### config.mk
export PLATFORM = sky130hd
export DESIGN_NAME = rf_write_arbiter
export DESIGN_NICKNAME = d
export VERILOG_FILES = /design/src/rtl/rf_write_arbiter.sv
export SDC_FILE = /design/constraint.sdc
export NUM_CORES = 1
export LEC_CHECK = 0
export BUFFER_PORTS_ARGS = -buffer_cell sky130_fd_sc_hd__buf_2
export CAP_MARGIN = 30
export CORE_UTILIZATION = 60
export DETAILED_ROUTE_END_ITERATION = 10
export PLACE_DENSITY = 0.81
export SYNTH_ARGS = -nofsm -noshare
export SYNTH_HDL_FRONTEND = slang
export SYNTH_SLANG_ARGS = --single-unit
### constraint.sdc
create_clock -name clk -period 4.14 [get_ports clk]
set_input_delay 0.207 -clock clk [delete_from_list [all_inputs] [get_ports clk]]
set_output_delay 0.207 -clock clk [all_outputs]
set_load 0.02 [all_outputs]
### src/rtl/rf_write_arbiter.sv
// -----------------------------------------------------------------------------
// rf_write_arbiter
//
// Purpose:
//   Shares the register file's single write port between two requesters.
//     A - pipeline writeback. It is always accepted and always has priority.
//     B - a multi-cycle unit (mul/div/load-miss). It uses valid/ready and is
//         buffered in a small FIFO that drains whenever A leaves the port idle.
//   A starvation counter raises stall_req so the hazard unit can bubble WB and
//   let the FIFO drain.
//
// Handshake:
//   A B request transfers in a cycle where b_valid && b_ready. b_ready depends
//   only on registered state (FIFO not full) and on rst_n. It never depends
//   on b_valid. A has no ready signal and is never back-pressured.
//
// Ports:
//   clk, rst_n                 clock, asynchronous active-low reset
//   a_valid, a_rd, a_data      writeback write request
//   b_valid, b_ready           multi-cycle unit handshake
//   b_rd, b_data               multi-cycle unit write request
//   rf_we, rf_waddr, rf_wdata  registered register-file write port
//   stall_req                  registered request to bubble WB
//   fifo_count                 current FIFO occupancy
//   pending_mask               (RF_ARB_PENDING_EN only) registers that have
//                              queued B writes
//
// Configuration:
//   RF_ARB_PENDING_EN - when defined, adds the pending_mask output.
// -----------------------------------------------------------------------------
module rf_write_arbiter #(
   parameter int DATA_W       = 32,
   parameter int ADDR_W       = 5,
   parameter int DEPTH        = 4,
   parameter int STARVE_LIMIT = 8
) (
   input  logic                     clk,
   input  logic                     rst_n,
   input  logic                     a_valid,
   input  logic [ADDR_W-1:0]        a_rd,
   input  logic [DATA_W-1:0]        a_data,
   input  logic                     b_valid,
   output logic                     b_ready,
   input  logic [ADDR_W-1:0]        b_rd,
   input  logic [DATA_W-1:0]        b_data,
   output logic                     rf_we,
   output logic [ADDR_W-1:0]        rf_waddr,
   output logic [DATA_W-1:0]        rf_wdata,
   output logic                     stall_req,
`ifdef RF_ARB_PENDING_EN
   output logic [2**ADDR_W-1:0]     pending_mask,
`endif
   output logic [$clog2(DEPTH):0]   fifo_count
);

   localparam int PTR_W = $clog2(DEPTH);
   localparam int CNT_W = PTR_W + 1;
   localparam int STV_W = $clog2(STARVE_LIMIT + 1);

   // FIFO storage (no reset needed; validity is tracked by count_q)
   logic [ADDR_W-1:0] mem_rd_q   [DEPTH];
   logic [DATA_W-1:0] mem_data_q [DEPTH];

   logic [PTR_W-1:0]  wr_ptr_q, wr_ptr_d;
   logic [PTR_W-1:0]  rd_ptr_q, rd_ptr_d;
   logic [CNT_W-1:0]  count_q, count_d;
   logic [STV_W-1:0]  starve_q, starve_d;
   logic              stall_q, stall_d;
   logic              rf_we_q, rf_we_d;
   logic [ADDR_W-1:0] rf_waddr_q, rf_waddr_d;
   logic [DATA_W-1:0] rf_wdata_q, rf_wdata_d;

   logic full, empty, grant_a, pop, push;

   always_comb begin
      full    = (count_q == CNT_W'(DEPTH));
      empty   = (count_q == '0);
      b_ready = rst_n && !full;
      // A write to register 0 is dropped and does not hold the port.
      grant_a = a_valid && (a_rd != '0);
      pop     = !grant_a && !empty;
      // A B write to register 0 completes the handshake but is not stored.
      push    = b_valid && b_ready && (b_rd != '0);
   end

   always_comb begin
      wr_ptr_d = push ? wr_ptr_q + PTR_W'(1) : wr_ptr_q;
      rd_ptr_d = pop  ? rd_ptr_q + PTR_W'(1) : rd_ptr_q;

      count_d = count_q;
      case ({push, pop})
         2'b10:   count_d = count_q + CNT_W'(1);
         2'b01:   count_d = count_q - CNT_W'(1);
         default: count_d = count_q;
      endcase

      // The counter counts only the cycles in which the FIFO head loses to A.
      starve_d = starve_q;
      if (pop || empty)
         starve_d = '0;
      else if (grant_a && (starve_q != STV_W'(STARVE_LIMIT)))
         starve_d = starve_q + STV_W'(1);

      // A pop takes precedence. stall_req drops in the cycle after the head drains.
      stall_d = stall_q;
      if (pop)
         stall_d = 1'b0;
      else if (starve_q == STV_W'(STARVE_LIMIT))
         stall_d = 1'b1;

      rf_we_d    = grant_a || pop;
      rf_waddr_d = rf_waddr_q;
      rf_wdata_d = rf_wdata_q;
      if (grant_a) begin
         rf_waddr_d = a_rd;
         rf_wdata_d = a_data;
      end else if (pop) begin
         rf_waddr_d = mem_rd_q[rd_ptr_q];
         rf_wdata_d = mem_data_q[rd_ptr_q];
      end
   end

   always_ff @(posedge clk or negedge rst_n) begin
      if (!rst_n) begin
         wr_ptr_q   <= '0;
         rd_ptr_q   <= '0;
         count_q    <= '0;
         starve_q   <= '0;
         stall_q    <= 1'b0;
         rf_we_q    <= 1'b0;
         rf_waddr_q <= '0;
         rf_wdata_q <= '0;
      end else begin
         wr_ptr_q   <= wr_ptr_d;
         rd_ptr_q   <= rd_ptr_d;
         count_q    <= count_d;
         starve_q   <= starve_d;
         stall_q    <= stall_d;
         rf_we_q    <= rf_we_d;
         rf_waddr_q <= rf_waddr_d;
         rf_wdata_q <= rf_wdata_d;
      end
   end

   always_ff @(posedge clk) begin
      if (push) begin
         mem_rd_q[wr_ptr_q]   <= b_rd;
         mem_data_q[wr_ptr_q] <= b_data;
      end
   end

   assign rf_we      = rf_we_q;
   assign rf_waddr   = rf_waddr_q;
   assign rf_wdata   = rf_wdata_q;
   assign stall_req  = stall_q;
   assign fifo_count = count_q;

`ifdef RF_ARB_PENDING_EN
   // Walks the occupied slots starting at the head. count_q is cleared by
   // reset, so the mask is zero during reset.
   logic [PTR_W-1:0] pend_idx;
   always_comb begin
      pending_mask = '0;
      pend_idx     = '0;
      for (int i = 0; i < DEPTH; i++) begin
         pend_idx = rd_ptr_q + PTR_W'(i);
         if (CNT_W'(i) < count_q)
            pending_mask[mem_rd_q[pend_idx]] = 1'b1;
      end
      pending_mask[0] = 1'b0;
   end
`endif

endmodule

==> flow_summary.json, run 1 <==
{
  "outcome": "finished clean",
  "ratio_of_cells_with_drive_above_1_in_the_final_layout_pct": 32.64,
  "die_width_um": 115.1,
  "timing.max_slew.rel_slack_pct": 35.79,
  "floorplan.die_area_um2": 13260,
  "timing.final.setup_violations": 0,
  "pin_count": 121,
  "cp_max_fo": 39,
  "vias": 4558,
  "global_route.overflow_total": 0,
  "cts_buffers": 17,
  "wirelength_mm": 15.48,
  "avgRoutedWirePerCell_um": 19.44,
  "power_density_nw_per_um2": 648.4,
  "wire_length_of_the_first_global_routing_pass_mm": 24.20,
  "io_buffer_count": 120,
  "most-common-layout-cells": "edfxtp_1 (148), buf_2 (120), nand2_1 (75)",
  "synth.lib_cells_used.distinct": 26,
  "clkPwrFrac_pct": 27.6,
  "number_of_global_route_vias_before_repair": 4691,
  "timing.clock.skew_ns": 0.01236,
  "cp_num_buf_inv": 1,
  "vias_per_cell": 5.726,
  "worstSetupStartpointType": "register",
  "synth.yosys.warnings": 0,
  "cp_slowest_stage_delay_ns": 0.89,
  "crit_path_top_delay_cell": "or3_2",
  "synth_nets": 545,
  "cellLeakagePower_uw": 0.003572,
  "detailedRoute.firstPassIterationCount": 5,
  "track_usage_pct": 25.46,
  "tightestPinTransition_ns": 0.9632,
  "hold_ws_ns": 0.02276,
  "final_nets": 701,
  "ys_seq_area_share_pct": 74.16,
  "drc": 0,
  "power_report.internal_total_uw": 4237,
  "grt_start_max_net_pins": 81,
  "endpoint_kind": "register",
  "yosys_register_bits": 198,
  "critical_path.cell_chain": "or3_2, and2_1, ha_1, inv_1, fa_1, o21ai_0",
  "critPathTopFamily": "simple AND/OR/NAND/NOR gates",
  "criticalPathCategory": "reg2reg",
  "seq_power_share_pct": 45.2,
  "post_cts_resize_count": 0,
  "finalCritPeriodShare_pct": 63.68,
  "maxCapViolCount": 0,
  "finalCriticalPeriod_ns": 2.636,
  "timing.hold.worst.class": "in2reg",
  "fp.coreArea_um2": 12260,
  "syn_avg_cell_area_um2": 16.73,
  "switching_share_pct": 30.83,
  "power.share.combinational_pct": 27.2,
  "cts_sinks": 198,
  "gp_congestion": 0.7573,
  "slew_violations": 0,
  "floorplan.initialDensity_pct": 62.63,
  "final_hold_viol_count": 0,
  "fin_tns_setup_ns": 0,
  "post_synth_instance_area_um2": 7680,
  "clk_pin_slew_ns": 0.07,
  "critical_path_required_ns": 4.49,
  "tritoncts_clock_tree": "built",
  "cts_root_buffer": "clkbuf_16",
  "switching_power_uw": 1889,
  "clk_path_buf_depth": 2,
  "drt_iter0_drc": 355,
  "layout.cells.most_common": "edfxtp_1",
  "syn2layout_area_growth_pct": 23.02,
  "peakVddDrop_uv": 445.0,
  "grt_antenna_before_repair": 0,
  "timing.fmax_mhz": 379.3,
  "post_synth_inst_count": 459,
  "die-height_um": 115.1,
  "floorplan.rows": 40,
  "cts.htree.levels": 4,
  "endpoint_arrival_time_on_the_critical_path_ns": 2.99,
  "place.detailed.hpwl_mm": 9.124,
  "cts_post_setup_buffers_inserted": 0,
  "grt_setup_unrepaired": "false",
  "antenna-diode-count": 0,
  "ant_nets": 0,
  "clkLatencyLatePin_ns": 0.43
}
==> stage by stage <==
step	total power, uW	area [um^2]	util (%)	cells	setup WS [ns]
global placement	4351	8426	68.71	727	1.610
floorplan	3905	7680	-	459	1.439
finish	6126	9448	77.05	796	1.504
global route	6407	9448	77.05	796	1.335
detailed placement	4440	8506	69.37	731	1.508
CTS	6160	9448	77.05	796	1.499
==> metal layers <==
layer | global-route usage [%] | vias to the layer above | share of wire [%]
li1 | - | 2044 | -
met1 | 32.59 | 2258 | 40
met2 | 43.13 | 235 | 51
met3 | 4.797 | 21 | 6.9
met4 | 11.26 | 0 | 1.8
met5 | 0 | - | 0
==> worst reg2reg max path, stage by stage, from the launching register on <==
cell and delay [ns]:
dfrtp_1 0.45, or3_2 0.89, and2_1 0.34, ha_1 0.23, inv_1 0.07, fa_1 0.41
o21ai_0 0.16
==> state kept, by name, summed over array words and instances (netlist names) <==
signal / cells
mem_rd_q: 20
wr_ptr_q: 2
rf_waddr: 5
mem_data_q: 128
starve_q: 4
stall_req: 1
rd_ptr_q: 2
rf_wdata: 32
fifo_count: 3
rf_we: 1
==> final timing paths <==
check / slack [ns] / cells past startpoint / from / end
max in group asynchronous: 3.15 / 3 / rst_n / rd_ptr_q[1]$_DFFE_PN0P_
setup / recovery: 1.50 / 6 / fifo_count[0]$_DFFE_PN0P_ / fifo_count[1]$_DFFE_PN0P_
min in group asynchronous: 0.49 / 3 / rst_n / rf_we$_DFF_PN0_
hold / removal: 0.02 / 1 / b_data[20] / mem_data_q[0][20]$_DFFE_PP_
setup reg to reg: 1.50 / 6 / fifo_count[0]$_DFFE_PN0P_ / fifo_count[1]$_DFFE_PN0P_
hold reg to reg: 0.51 / 2 / stall_req$_DFFE_PN0P_ / stall_req$_DFFE_PN0P_
==> cell families after synthesis <==
group           share of synthesized area, %
buf+inv                                1.955
fa+ha+maj                              1.401
xor+xnor                               1.026
compound gates                         3.470
flops                                  74.16
mux                                    11.13
simple gates                           6.859
==> power by group through the flow <==
stage                     Clock (uW)  Combinational (uW)  Sequential (uW)
after floorplan                    0                1060             2850
after global placement             0                1570             2780
after detailed placement           0                1630             2810
after CTS                       1710                1680             2770
after global routing            1780                1820             2810
final                           1690                1670             2770
==> what timing repair did <==
action | 4_1_cts | 5_1_grt
hold buffers | 33 | 0
hold endpoints to repair | 177 | 0
setup endpoints to repair | 0 | 0
==> synth_stat cells <==
cell / n / area share, %
and2_1: 5 / 0.41
buf_2: 12 / 0.78
nor3_1: 4 / 0.26
a31oi_1: 36 / 2.9
clkbuf_1: 9 / 0.44
o21ai_0: 1 / 0.065
edfxtp_1: 148 / 58
nand3_1: 4 / 0.26
ha_1: 7 / 1.1
inv_1: 9 / 0.44
nor2_1: 39 / 1.9
dfrtp_1: 50 / 16
nor4_1: 1 / 0.082
mux2_2: 1 / 0.15
mux4_2: 37 / 11
xor2_1: 4 / 0.46
or3_1: 1 / 0.082
o21ai_2: 1 / 0.11
buf_4: 3 / 0.29
or4_1: 2 / 0.20
mux2i_1: 1 / 0.13
fa_1: 1 / 0.26
xnor2_1: 5 / 0.57
o211a_1: 1 / 0.13
a32oi_1: 2 / 0.23
nand2_1: 75 / 3.7
==> final cells by class <==
type / instances / area (um^2)
Clock inverter: 15 / 186.4
Tap cell: 168 / 210.2
Multi-Input combinational cell: 228 / 1853
Sequential cell: 198 / 5698
Fill cell: 715 / 2814
Inverter: 9 / 33.78
Timing Repair Buffer: 161 / 1041
Clock buffer: 17 / 425.4
(Power assumes the default switching activity.)
==> run 2, diff against run 1 <==
CORE_UTILIZATION = 56   (was 60)
PLACE_DENSITY = 0.76   (was 0.81)
clock period = 2.45 ns   (was 4.14 ns; I/O delays follow)
==> run 2 against run 1 <==
Net effect:
- first-iteration DRC count shrank 7.9%
- power grew 69%
- setup slack lost 1.4 ns
- sequential power grew 64%
- combinational power up 89%
- worst hold slack better by 0.016 ns
- routed wire length is 8.0% higher
- die area is 7.0% higher
- clock power is 58% higher
- flip-flop and latch count unchanged
- final cell count up 6.9%
- clock-buffer cell count increased by 5
- critical endpoint is now fifo_count[2]$_DFFE_PN0P_
==> flow_summary.json, run 2 (same netlist as run 1, synthesis figures left out) <==
{
  "outcome": "finished clean",
  "worstSetupStartpointType": "input port",
  "final_nets": 748,
  "drt_iter0_drc": 327,
  "peakVddDrop_uv": 614.4,
  "finalCritPeriodShare_pct": 95.97,
  "slew_violations": 0,
  "timing.max_slew.rel_slack_pct": 45.44,
  "endpoint_of_the_worst_register_to_register_path": "fifo_count[2]$_DFFE_PN0P_",
  "detailedRoute.firstPassIterationCount": 5,
  "clk_pin_slew_ns": 0.07,
  "post_layout_nonfiller_instances": 851,
  "max_flop_register": "mem_data_q",
  "cts_sinks": 198,
  "timing.final.setup_violations": 0,
  "grt_setup_unrepaired": "false",
  "final_hold_viol_count": 0,
  "antenna-diode-count": 0,
  "hp-start": "a_rd[0]",
  "critical_path_required_ns": 2.80,
  "cts_post_setup_buffers_inserted": 0,
  "maxCapViolCount": 0,
  "grt_antenna_before_repair": 0,
  "gp_congestion": 0.7726,
  "syn2layout_area_growth_pct": 28.76,
  "drc": 0,
  "crit-reg2reg-launch": "fifo_count[1]$_DFFE_PN0P_",
  "power_density_nw_per_um2": 1047,
  "fin_tns_setup_ns": 0,
  "cp_slowest_stage_delay_ns": 0.53,
  "timing.hold.worst.class": "in2reg",
  "cts_buffers": 17,
  "die-height_um": 119.1,
  "endpoint_kind": "register",
  "cts.htree.levels": 4,
  "layout.cells.most_common": "edfxtp_1",
  "track_usage_pct": 25.44,
  "ant_nets": 0,
  "timing.fmax_mhz": 425.3,
  "ratio_of_cells_with_drive_above_1_in_the_final_layout_pct": 31.26,
  "totalPowerFinal_uw": 10360,
  "global_route.overflow_total": 0,
  "clkLatencyLatePin_ns": 0.43,
  "critical_path.cell_chain": "dlygate4sd3_1, buf_2, or4_1, o21ai_4, and2_4, ha_2, inv_1, fa_1, xor2_1, nor2_1, xor2_1",
  "crit_top_cell": "xor2_1",
  "floorplan.rows": 42,
  "fp.coreArea_um2": 13300,
  "hold_ws_ns": 0.03858,
  "floorplan.initialDensity_pct": 57.76,
  "cts_root_buffer": "clkbuf_16",
  "tritoncts_clock_tree": "built",
  "fin_util_pct": 74.37,
  "criticalPathCategory": "in2reg",
  "cp_max_fo": 3,
  "pin_count": 121,
  "endpoint_arrival_time_on_the_critical_path_ns": 2.70,
  "worstHoldEndpoint": "rf_waddr[0]$_DFFE_PN0P_",
  "dp_cells": 747,
  "grt_start_max_net_pins": 81,
  "floorplan.die_area_um2": 14190,
  "avgRoutedWirePerCell_um": 19.64,
  "wire_length_of_the_first_global_routing_pass_mm": 26.29,
  "number_of_flip_flops_under_the_largest_register_name": 128,
  "wirelength_mm": 16.71,
  "io_buffer_count": 120,
  "crit_path_top_delay_cell": "dlygate4sd3_1",
  "tightestPinTransition_ns": 0.8184,
  "vias": 4759,
  "timing.clock.skew_ns": 0.009832,
  "most-common-layout-cells": "edfxtp_1 (148), buf_2 (118), nand2_1 (75)",
  "n_fill_cell": 750,
  "place.detailed.hpwl_mm": 9.498,
  "hold_path_depth": 3,
  "cellLeakagePower_uw": 0.003775,
  "number_of_global_route_vias_before_repair": 5094,
  "die_width_um": 119.1,
  "worstRegToRegCells": 10,
  "vias_per_cell": 5.592,
  "reg2reg_setup_slack_ns": 0.37,
  "finalCriticalPeriod_ns": 2.351,
  "clk_path_buf_depth": 2
}
## run 2: changes by cell type in the layout (fill, tap and decap cells not counted), sizes merged
| cell | change |
|---|---|
| dlygate4sd3 | +41 |
| inv | +1 |
| bufinv | -2 |
| clkbuf | +5 |
| buf | +6 |
| clkinvlp | -4 |
## run 2: routing by layer
layer / wire [um] / GRT usage (%) / share of wire (%) / vias to the layer above
met5: 0 / 0 / 0 / -
met4: 406 / 10.68 / 2.4 / 0
met3: 898 / 5.268 / 5.4 / 33
met2: 8802 / 44.40 / 53 / 192
met1: 6607 / 30.78 / 40 / 2400
li1: - / - / - / 2134
## run 2: worst max-delay path by stage
| stage | cells after the start | endpoint | slack (ns) | from |
|---|---|---|---|---|
| 2_1_floorplan | 4 | mem_data_q[0][0]$_DFFE_PP_ | 0.14 | fifo_count[1]$_DFFE_PN0P_ |
| 3_3_place_gp | 10 | fifo_count[2]$_DFFE_PN0P_ | 0.23 | a_rd[1] |
| 3_5_place_dp | 10 | fifo_count[2]$_DFFE_PN0P_ | 0.09 | a_rd[1] |
| 4_1_cts | 11 | fifo_count[2]$_DFFE_PN0P_ | 0.02 | a_rd[2] |
| 5_1_grt | 11 | fifo_count[2]$_DFFE_PN0P_ | 0.002 | a_rd[2] |
| 6_report | 11 | fifo_count[2]$_DFFE_PN0P_ | 0.1 | a_rd[2] |
## run 2: per-stage QoR
stage,setup WS (ns),instance area (um^2)
2_1_floorplan,0.1376,7685
3_3_place_gp,0.2283,8588
3_5_place_dp,0.09383,8588
4_1_cts,0.02461,9889
5_1_grt,0.001722,9888
6_report,0.09862,9888
## run 2: worst max-delay path, delay by kind of cell
| kind | cells | cell delay [ns] |
|---|---|---|
| and+or+nand+nor | 3 | 0.83 |
| buffers and inverters | 3 | 0.70 |
| adders and majority gates | 2 | 0.55 |
| xor gates and xnor gates | 2 | 0.34 |
| AOI/OAI and AO/OA | 1 | 0.16 |
## run 2: cell type report
cell class | count | area [um^2] | share of cell area [%]
multi-input cells | 228 | 1862 | 18.83
clock buffers | 22 | 454.2 | 4.593
flip-flops and latches | 198 | 5698 | 57.62
well taps | 176 | 220.2 | 2.227
inverters | 9 | 33.78 | 0.3416
repair buffers | 208 | 1514 | 15.31
clock inverters | 10 | 106.4 | 1.076
## run 2: where the power goes
group	internal, uW	switching [uW]	total, uW
logic	1380	1770	3150
registers	4200	333	4540
clock network	1520	1150	2670
## run 2: timing repair
action,CTS,global route
setup endpoints to repair,0,1
hold endpoints to repair,233,0
hold buffers,74,0
resized for setup,0,3
==> run 3, diff against run 2 <==
CTS_BUF_LIST = sky130_fd_sc_hd__clkbuf_8 sky130_fd_sc_hd__clkbuf_16   (was unset)
==> run 3 against run 2 <==
Net effect:
- first-iteration DRC count grew 7.6%
- final cell count is the same
- critical path depth is the same
- sequential share of layout area is the same
- flip-flop and latch count is the same
- maximum frequency shrank 0.10%
- die area is the same
- global-route usage is the same
- via count shrank 0.42%
- worst hold slack is essentially flat
- critical endpoint unchanged
- largest power group unchanged
==> flow_summary.json, run 3 (same netlist as run 1, synthesis figures left out) <==
{
  "outcome": "finished clean",
  "cellLeakagePower_uw": 0.003792,
  "tightestPinTransition_ns": 0.8153,
  "place.detailed.hpwl_mm": 9.498,
  "number_of_global_route_vias_before_repair": 5093,
  "number_of_flip_flops_under_the_largest_register_name": 128,
  "drt_iter0_drc": 352,
  "layout.cells.most_common": "edfxtp_1",
  "cts_root_buffer": "clkbuf_16",
  "slew_violations": 0,
  "finalCritPeriodShare_pct": 96.07,
  "io_buffer_count": 120,
  "syn2layout_area_growth_pct": 28.76,
  "ratio_of_cells_with_drive_above_1_in_the_final_layout_pct": 31.26,
  "power_density_nw_per_um2": 1044,
  "clkPwrFrac_pct": 25.7,
  "floorplan.initialDensity_pct": 57.76,
  "antenna-diode-count": 0,
  "maxCapViolCount": 0,
  "critical_path_required_ns": 2.80,
  "pin_count": 121,
  "cts.htree.levels": 4,
  "cts_sinks": 198,
  "most-common-layout-cells": "edfxtp_1 (148), buf_2 (118), nand2_1 (75)",
  "global_route.overflow_total": 0,
  "avgRoutedWirePerCell_um": 19.59,
  "track_usage_pct": 25.44,
  "worstSetupStartpointType": "input port",
  "dp_cells": 747,
  "cts_buffers": 17,
  "grt_start_max_net_pins": 81,
  "fin_tns_setup_ns": 0,
  "floorplan.rows": 42,
  "seq_power_share_pct": 43.9,
  "clk_path_buf_depth": 2,
  "timing.hold.worst.class": "in2reg",
  "critical_path.cell_chain": "dlygate4sd3_1, buf_2, or4_1, o21ai_4, and2_4, ha_2, inv_1, fa_1, xor2_1, nor2_1, xor2_1",
  "timing.max_slew.rel_slack_pct": 45.64,
  "m1WireLength_mm": 6.484,
  "cp_slowest_stage_delay_ns": 0.53,
  "wirelength_mm": 16.67,
  "met3RoutedLength_um": 994,
  "clkLatencyLatePin_ns": 0.43,
  "tritoncts_clock_tree": "built",
  "totalPowerFinal_uw": 10330,
  "vias_per_cell": 5.569,
  "top_signal_layer_used": "met4",
  "detailedRoute.firstPassIterationCount": 5,
  "peakVddDrop_uv": 616.4,
  "power_report.internal_total_uw": 7088,
  "timing.final.setup_violations": 0,
  "timing.clock.skew_ns": 0.009849,
  "cp_max_fo": 3,
  "timing.fmax_mhz": 424.9,
  "max_flop_register": "mem_data_q",
  "crit_top_cell": "xor2_1",
  "endpoint_kind": "register",
  "vias": 4739,
  "cts_post_setup_buffers_inserted": 0,
  "die_width_um": 119.1,
  "met2_length_mm": 8.791,
  "wire_length_of_the_first_global_routing_pass_mm": 26.29,
  "final_hold_viol_count": 0,
  "criticalPathCategory": "in2reg",
  "fp.coreArea_um2": 13300,
  "grt_setup_unrepaired": "false",
  "grt_antenna_before_repair": 0,
  "switching_share_pct": 31.37,
  "power.share.combinational_pct": 30.4,
  "switching_power_uw": 3240,
  "ant_nets": 0,
  "post_layout_nonfiller_instances": 851,
  "floorplan.die_area_um2": 14190,
  "finalCriticalPeriod_ns": 2.354,
  "drc": 0,
  "endpoint_arrival_time_on_the_critical_path_ns": 2.70,
  "gp_congestion": 0.7726,
  "fin_util_pct": 74.37,
  "die-height_um": 119.1,
  "final_nets": 748,
  "crit_path_top_delay_cell": "dlygate4sd3_1",
  "clk_pin_slew_ns": 0.07
}
run 3: cell types whose count changed in the layout (fill, tap and decap cells not counted):
cell,delta
inv_1,+4
clkbuf_1,-4
run 3: path summary, 6_finish.rpt:
path,depth (start not counted),end,slack [ns],start
max,11,fifo_count[2]$_DFFE_PN0P_,0.1,a_rd[2]
min,3,rf_waddr[0]$_DFFE_PN0P_,0.04,a_rd[0]
max reg2reg,10,fifo_count[2]$_DFFE_PN0P_,0.37,fifo_count[1]$_DFFE_PN0P_
min reg2reg,2,stall_req$_DFFE_PN0P_,0.51,stall_req$_DFFE_PN0P_
max in group asynchronous,3,rd_ptr_q[1]$_DFFE_PN0P_,1.53,rst_n
min in group asynchronous,3,rf_wdata[19]$_DFFE_PN0P_,0.39,rst_n
run 3: timing repair:
action                                 4_1_cts  5_1_grt
gates resized for setup                      0        3
endpoints found under the hold margin      233        0
hold buffers                                74        0
setup endpoints to repair                    0        1
run 3: worst max-delay path: cells and delay by family:
family	cells	cell delay [ns]
AND/OR/NAND/NOR	3	0.83
adder cells (fa/ha/maj)	2	0.55
buffers and inverters	3	0.71
AO/OA/AOI/OAI	1	0.16
XOR/XNOR	2	0.33
run 3: stage by stage:
step           hold slack (ns)  instance area (um^2)  worst slack (ns)
2_1_floorplan          -0.1731                  7685            0.1376
3_3_place_gp            0.3084                  8588            0.2283
3_5_place_dp            0.3244                  8588           0.09383
4_1_cts                0.03102                  9889           0.02461
5_1_grt                0.05175                  9888          0.001722
6_report               0.03844                  9888           0.09624
run 3: cell type report:
class	count	area (um^2)
timing repair buffer	208	1514
inverter	9	33.78
clock buffer	18	439.2
clock inverter	14	121.4
fill	750	3407
sequential	198	5698
multi-input combinational	228	1862
tap	176	220.2
run 3: power by group through the flow:
stage	sequential (uW)	combinational [uW]	clock [uW]
finish	4530	3140	2650
global route	4590	3410	2810
CTS	4530	3160	2680
detailed placement	4590	3030	0
global placement	4550	2980	0
floorplan	4800	1790	0
run 3: metal layers:
layer  global-route usage [%]  up-vias
met5                        0        -
met4                    10.68        0
met2                    44.40      201
met1                    30.78     2372
met3                    5.268       32
li1                         -     2134
